==> config.mk <==
export PLATFORM = sky130hd
export DESIGN_NAME = res_bank
export DESIGN_NICKNAME = d
export VERILOG_FILES = /design/src/rtl/res_bank_pkg.sv /design/src/rtl/res_bank_add.sv /design/src/rtl/res_bank.sv
export SDC_FILE = /design/constraint.sdc
export NUM_CORES = 1
export LEC_CHECK = 0
export BUFFER_PORTS_ARGS = -buffer_cell sky130_fd_sc_hd__buf_4
export CAP_MARGIN = 20
export CORE_UTILIZATION = 50
export DETAILED_ROUTE_END_ITERATION = 12
export PLACE_DENSITY = 0.71
export SLEW_MARGIN = 5
export SYNTH_ARGS = -nofsm -noshare
export SYNTH_HDL_FRONTEND = slang
export SYNTH_SLANG_ARGS = --single-unit
export TNS_END_PERCENT = 100
==> constraint.sdc <==
create_clock -name clk -period 4.6 [get_ports clk]
set_clock_uncertainty 0.1 [all_clocks]
set_input_delay 0.46 -clock clk [delete_from_list [all_inputs] [get_ports clk]]
set_output_delay 0.46 -clock clk [all_outputs]
set_load 0.005 [all_outputs]
==> src/rtl/res_bank_pkg.sv <==
// rtl/res_bank_pkg.sv - shared types and saturation limit helpers for res_bank
package res_bank_pkg;

  typedef enum logic {
    IDLE  = 1'b0,
    DRAIN = 1'b1
  } state_t;

  // Most positive value of a w-bit signed number
  function automatic logic signed [63:0] sat_max(input int w);
    return (64'sd1 <<< (w - 1)) - 64'sd1;
  endfunction

  // Most negative value of a w-bit signed number
  function automatic logic signed [63:0] sat_min(input int w);
    return -(64'sd1 <<< (w - 1));
  endfunction

endpackage

==> src/rtl/res_bank_add.sv <==
// rtl/res_bank_add.sv - signed adder with overflow detect; RES_SAT_EN selects saturate instead of wrap
module res_bank_add
  import res_bank_pkg::*;
#(
  parameter int WIDTH = 18
) (
  input  logic [WIDTH-1:0] a,
  input  logic [WIDTH-1:0] b,
  output logic [WIDTH-1:0] sum,
  output logic             ovf
);

  logic [WIDTH:0] full;

  // Sign-extend both operands so the WIDTH+1-bit sum is exact
  always_comb begin
    full = {a[WIDTH-1], a} + {b[WIDTH-1], b};
    ovf  = full[WIDTH] != full[WIDTH-1];
  end

`ifdef RES_SAT_EN
  localparam logic [WIDTH-1:0] SAT_HI = WIDTH'(sat_max(WIDTH));
  localparam logic [WIDTH-1:0] SAT_LO = WIDTH'(sat_min(WIDTH));

  // On overflow clamp toward the sign of the true sum
  always_comb begin
    sum = full[WIDTH-1:0];
    if (ovf) sum = full[WIDTH] ? SAT_LO : SAT_HI;
  end
`else
  // Wrap modulo 2^WIDTH by dropping the extra bit
  always_comb begin
    sum = full[WIDTH-1:0];
  end
`endif

endmodule

==> src/rtl/res_bank.sv <==
// rtl/res_bank.sv - result-register bank with overwrite/accumulate writes and valid/ready drain (RES_SAT_EN: saturating accumulate)
module res_bank
  import res_bank_pkg::*;
#(
  parameter  int WIDTH  = 18,
  parameter  int DEPTH  = 4,
  localparam int ADDR_W = $clog2(DEPTH)
) (
  input  logic              clk,
  input  logic              rst,
  input  logic              clear_res,
  input  logic              wr_en,
  input  logic              wr_acc,
  input  logic [ADDR_W-1:0] wr_addr,
  input  logic [WIDTH-1:0]  data_in,
  input  logic              drain_start,
  output logic              out_valid,
  input  logic              out_ready,
  output logic [WIDTH-1:0]  out_data,
  output logic [ADDR_W-1:0] out_addr,
  output logic              out_last,
  output logic              busy,
  output logic              ovf
);

  logic [WIDTH-1:0]  mem [DEPTH];
  state_t            state_q, state_d;
  logic [ADDR_W-1:0] idx_q, idx_d;

  logic              wr_ok;
  logic [WIDTH-1:0]  old_val;
  logic [WIDTH-1:0]  add_sum;
  logic              add_ovf;
  logic [WIDTH-1:0]  new_val;
  logic              set_ovf;
  logic              last_idx;

  // Pick the accumulate base (zero when a clear lands in the same cycle) and the value to store
  always_comb begin
    wr_ok   = int'(wr_addr) < DEPTH;
    old_val = (clear_res || !wr_ok) ? '0 : mem[wr_addr];
    new_val = wr_acc ? add_sum : data_in;
    set_ovf = wr_en && wr_acc && add_ovf && !clear_res;
  end

  res_bank_add #(.WIDTH(WIDTH)) u_add (
    .a   (old_val),
    .b   (data_in),
    .sum (add_sum),
    .ovf (add_ovf)
  );

  // Entry storage: writes and clears only land while idle so a drain sees frozen contents
  always_ff @(posedge clk) begin
    if (rst) begin
      for (int i = 0; i < DEPTH; i++) mem[i] <= '0;
    end else if (state_q == IDLE) begin
      for (int i = 0; i < DEPTH; i++) begin
        if (clear_res) mem[i] <= '0;
        if (wr_en && wr_ok && (int'(wr_addr) == i)) mem[i] <= new_val;
      end
    end
  end

  // Sticky overflow flag, cleared by reset or clear_res
  always_ff @(posedge clk) begin
    if (rst) begin
      ovf <= 1'b0;
    end else if (state_q == IDLE) begin
      if (clear_res)    ovf <= 1'b0;
      else if (set_ovf) ovf <= 1'b1;
    end
  end

  // State and drain index registers
  always_ff @(posedge clk) begin
    if (rst) begin
      state_q <= IDLE;
      idx_q   <= '0;
    end else begin
      state_q <= state_d;
      idx_q   <= idx_d;
    end
  end

  // Next-state logic and drain outputs
  always_comb begin
    state_d   = state_q;
    idx_d     = idx_q;
    last_idx  = idx_q == ADDR_W'(DEPTH - 1);
    out_valid = 1'b0;
    busy      = 1'b0;
    out_last  = 1'b0;
    out_addr  = idx_q;
    out_data  = mem[idx_q];
    case (state_q)
      IDLE: begin
        if (drain_start) begin
          state_d = DRAIN;
          idx_d   = '0;
        end
      end
      DRAIN: begin
        out_valid = 1'b1;
        busy      = 1'b1;
        out_last  = last_idx;
        if (out_ready) begin
          if (last_idx) begin
            state_d = IDLE;
            idx_d   = '0;
          end else begin
            idx_d = idx_q + ADDR_W'(1);
          end
        end
      end
      default: begin
        state_d = IDLE;
        idx_d   = '0;
      end
    endcase
  end

endmodule

# After elaboration in Yosys (flattened, before gate mapping)
# Memories as Yosys holds them, arrays and structs flattened. A register that Yosys moved wholly into a read port is not among the register bits.
# Index checks and enable logic that the tools add are counted.
# word_totals
reg_bits,4
inputBits,27
memories,1
elab_cells,80
ram_bits,72
output_inout_bits,24
# classes
bitwise_logic,9
n_mux,46
n_addsub,2
eq_ne,7
reduce_logical,12
# memory_table
name,words,width,read_ports,rd_clocked_by_memory_dff,wr,line_no,rtl
mem,4,18,2,1,4,res_bank.sv:26,logic [WIDTH-1:0] mem [DEPTH];
# ops
cell,count
18-bit two-way mux,10
1-bit two-way mux,29
18-bit by 18-bit adder with 19-bit output,1
2-bit two-way mux,5
1-bit OR,8
1-bit logical AND,7
2-bit equality test (second input constant),3
2-bit != test (second input constant),2
2-bit case mux with 2 select lines,1
2-bit AND reduction,2
2-bit by 1-bit adder with 2-bit output (second input constant),1
2-bit by 1-bit equality test with 1-bit output (second input constant),1
2-bit logical NOT,1
1-bit case mux with 2 select lines,1
2-bit nonzero test,1
1-bit logical NOT,1
1-bit != test,1
1-bit NOT,1

# Depth between registers and ports, before layout
# An unclocked memory read counts as a cell.
# depth
ltp_word,8
depth_mapped,13
ltp_nobuf,11

# Cells and area by module
# Synthesis repeated with hierarchy kept, for this count alone.
# unflattened
cells_unflattened,409
hier_area_um2,4907.2
# modules_own_cells
mod,area_each_um2,seq_area_each_um2,cells_each,n_inst
res_bank,4052.6,2282.2,296,1
res_bank_add,854.6,0.0,113,1

# Worst setup path before layout
# No wires, ideal clock.
# synth_timing
path_type,in2reg
start,input wr_addr[0]
end,"memory mem[0][14], data pin"
n_path_buf,2
setup_ns,0.134
cell_stages,13
slack_ns,0.490
t_required_ns,4.366
arrival_ns,3.875
path_cell_list,buf_1 mux4_2 nor2b_1 ha_1 fa_1 a21o_1 a221o_2 a31oi_4 o21ai_2 and3_1 buf_6 or4_1 nand3_1
# synth_rtl
element,line_no,rtl
start: declaration,res_bank.sv:14,"input logic [ADDR_W-1:0] wr_addr,"
end: declaration,res_bank.sv:26,

==> qor.yml <==
run_status:
  status: "finished, final reports clean"
synth:
  synthSimpleGateAreaFrac_pct: 16.68
  post_synth_num_cell_types: 47
  synth_compound_area_share_pct: 8.340
  post_synth_net_total: 464
  mappedNetlistArea_um2: 4891
  dominant_combinational_cell_family_by_area_after_synthesis: "multiplexers"
  syn_inst: 417
  synth-main-ff-cell: "edfxtp_1"
  synthXorXnorAreaFrac_pct: 1.970
  synth_mux_area_share_pct: 18.83
  async_reset_ff_share_pct: 0
  synth_enable_flop_cells: 72
  average_cell_area_after_synthesis_um2: 11.73
  postSynthRegisterBits: 78
  ys_seq_area_share_pct: 46.66
  synth.yosys.warnings: 0
  synth_adder_area_share_pct: 5.270
global_route:
  globalRoute.totalOverflow: 0
  grt_first_pass_wirelength_mm: 17.83
  grt.total_usage_pct: 24.00
  first_global_vias: 3462
  grt_antenna_before_repair: 0
  maximum_number_of_pins_on_one_net_before_global_route_repair: 31
setup_path:
  crit_path_max_cell_delay_ps: 550
  critPathLaunch: "wr_addr[0]"
  setup.reg_to_reg.worst_slack_ps: 960
  timing.reg2reg.worst_path_depth: 11
  worst_setup_path_end_kind: "register"
  worstPathCellList: "buf_4, mux4_2, nor2b_1, ha_1, fa_1, a21o_1, a221o_2, a31oi_4, o21ai_2, and3_1, or4_1, nand3_1"
  critPathBufInv: 1
  r2r_start: "mem[3][0]"
  critical_path.max_fanout: 21
  critical_path_required_ps: 4720
  critical_path.slowest_cell: "mux4_2"
  path_delay_family: "simple AND/OR/NAND/NOR gates"
  worstReg2RegEnd: "mem[3][14]"
  endpoint: "mem[3][14]"
  cp-start-kind: "input pin"
  critical_path_arrival_ps: 3950
  setup.worst_path.class: "input pin to register"
  worst-path-stages: 12
layout:
  fillerInstances: 834
  multi_input_comb_area_um2: 2499
  diodes: 0
  stdcell_area_um2: 5584
  fin_util_pct: 59.59
  regArea_um2: 2282
  area_delta_synth_final_pct: 14.17
  drive_gt1_share_pct: 24.63
  finalNetCount: 513
placement:
  dp_hpwl_mm: 7.923
  gpl.final_weighted_congestion: 0.8501
  dp_slack_ps: 421.7
  port_buffer_count: 50
  placed_area_um2: 5411
timing:
  final_min_period_over_clock_period_pct: 83.23
  grt_setup_unrepaired: "false"
  setup_total_negative_slack_ps: 0
  hold_slack_ps: 238.5
  timing.final.crit_period_ps: 3829
  slew_at_the_pin_with_the_worst_max_slew_slack_ps: 966.7
  finalHoldViolations: 0
  slew_viols_final: 0
  final_critical_path_setup_slack_ps: 771.3
  setup_violations: 0
  slew_headroom_pct: 35.46
  fmax_mhz: 261.2
clock_tree:
  cts_buffer_depth: 2
  postCtsHoldBufs: 0
  clock_latency_ps: 350
  cts.repair_timing.setup_buffer_count: 0
  worst_setup_hold_path_clk_slew_ps: 90
  clkSinkCount: 78
  cts_buffers: 9
  cts-resized-gates: 0
  cts_tree: "yes"
  clk_root_buffer_cell: "clkbuf_8"
  htreeDepth: 3
power_and_ir_drop:
  power.combinational.fraction_pct: 20.3
  power.density_nw_per_um2: 294.2
  power_frac_seq_pct: 51.4
  leakagePower_nw: 2.219
  power_switching_mw: 0.4375
  clock_network_fraction_of_total_power_pct: 28.2
  power_report.internal_total_mw: 1.205
  power_switching_share_pct: 26.63
  worst_ir_drop_vdd_v: 0.0001401
routing:
  routed-wl-met2_mm: 5.500
  post_drt_via_cell_ratio: 5.947
  route.vias.total: 3568
  drcViolationCount: 0
  highest-signal-layer: "met4"
  count_of_routing_violations_after_the_opening_detailed_route_iteration: 253
  total_length_of_routed_wires_mm: 11.24
  detail_route_antenna_nets: 0
  avgRoutedWirePerCell_um: 18.73
  wl_met1_mm: 4.800
  met3_wirelength_um: 808
  drt_pass_1_iters: 5
floorplanning:
  boundaryPins: 51
  die_area_um2: 10180
  die_height_um: 100.9
  fp-row-count: 35
  total_core_area_um2: 9371
  die_w_um: 100.9
  floorplan.initialDensity_pct: 52.19
run:
  drv.max_cap_violation_count: 0
worst_hold_path:
  worst_min_delay_path_class: "input pin to register"
  min_delay_path_depth: 2
## kinds of logic (layout without fill, tap and decap cells)
kind of cell             count (synthesis)  count (layout)
AND/OR/NAND/NOR                        173             173
flip-flops                              78              78
AO/OA/AOI/OAI                           62              62
multiplexers                            47              47
buffers and inverters                   26              80
adder cells (fa/ha/maj)                 20              20
XOR/XNOR                                11              11
## final cells by class
class | count | share of cell area, %
multi-input combinational | 313 | 44.75
sequential | 78 | 40.87
timing repair buffer | 61 | 8.201
clock buffer | 14 | 2.913
tap | 129 | 2.890
inverter | 3 | 0.2017
clock inverter | 2 | 0.1793
## worst min-delay path by stage
| stage | endpoint | slack, ps | from |
|---|---|---|---|
| finish | state_q | 240 | rst |
| global route | state_q | 220 | rst |
| CTS | state_q | 220 | rst |
| detailed placement | ovf | 380 | ovf |
| global placement | ovf | 380 | ovf |
| floorplan | ovf | 350 | ovf |
## power groups by stage
stage	clock, mW	combinational (mW)	sequential, mW
after global placement	0	0.329	0.857
final	0.464	0.334	0.845
after floorplan	0	0.227	0.852
after detailed placement	0	0.334	0.861
after global routing	0.502	0.367	0.851
after CTS	0.475	0.336	0.845
## per-stage QoR
step	power (mW)	std cells
floorplan	1.079	417
global placement	1.186	584
detailed placement	1.195	584
CTS	1.656	600
global route	1.719	600
finish	1.643	600
## metal layers
layer | vias up | global-route usage [%]
met3 | 11 | 4.022
met5 | - | 0
met4 | 0 | 7.135
met2 | 130 | 40.15
met1 | 1750 | 32.29
li1 | 1677 | -
## worst register-to-register path, cell delays in order (launching register included)
cell and delay (ps):
edfxtp_1 380, mux4_2 460, nor2b_1 150, ha_1 220
fa_1 420, a21o_1 200, a221o_2 380, a31oi_4 240
o21ai_2 100, and3_1 270, or4_1 530, nand3_1 80
## placed cells by master (no fill, tap or decap), types with 2 or more instances in the layout
master	count
clkbuf_1	3
o21bai_1	4
a31oi_1	3
inv_1	3
nand3_1	16
clkbuf_8	11
nor2_1	76
and3_1	4
ha_1	19
xnor2_1	6
a21oi_1	22
nor2b_1	26
or4_1	4
nand4_1	2
buf_4	61
clkinv_2	2
a32oi_1	2
o21ai_0	11
dfxtp_1	6
edfxtp_1	72
mux2i_1	11
nand2b_1	6
nand2_1	25
xor2_1	5
mux4_2	36
nor3_1	2
a21o_1	6
nand3b_1	2
or3_1	7
o211ai_1	2
## Yosys cell counts, types with 4 or more instances
library cell  count  share of area [%]
xnor2_1           6                1.1
or4_1             4               0.61
o21bai_1          4               0.61
nand3_1          16                1.6
a21o_1            6               0.92
nand2_1          25                1.9
nor2_1           76                5.8
mux2i_1          11                2.3
xor2_1            5               0.90
and3_1            4               0.51
a21oi_1          22                2.3
dfxtp_1           6                2.5
clkbuf_1         14                1.1
ha_1             19                4.9
mux4_2           36                 17
buf_1             6               0.46
nor2b_1          26                3.3
or3_1             7               0.90
edfxtp_1         72                 44
nand2b_1          6               0.77
o21ai_0          11                1.1
## sequential cells by signal (all words and copies together), names as in the netlist, named ones only
name      flops
mem          72
out_addr      2
ovf           1
state_q       1
No activity file was read; power rests on OpenSTA's default activity.
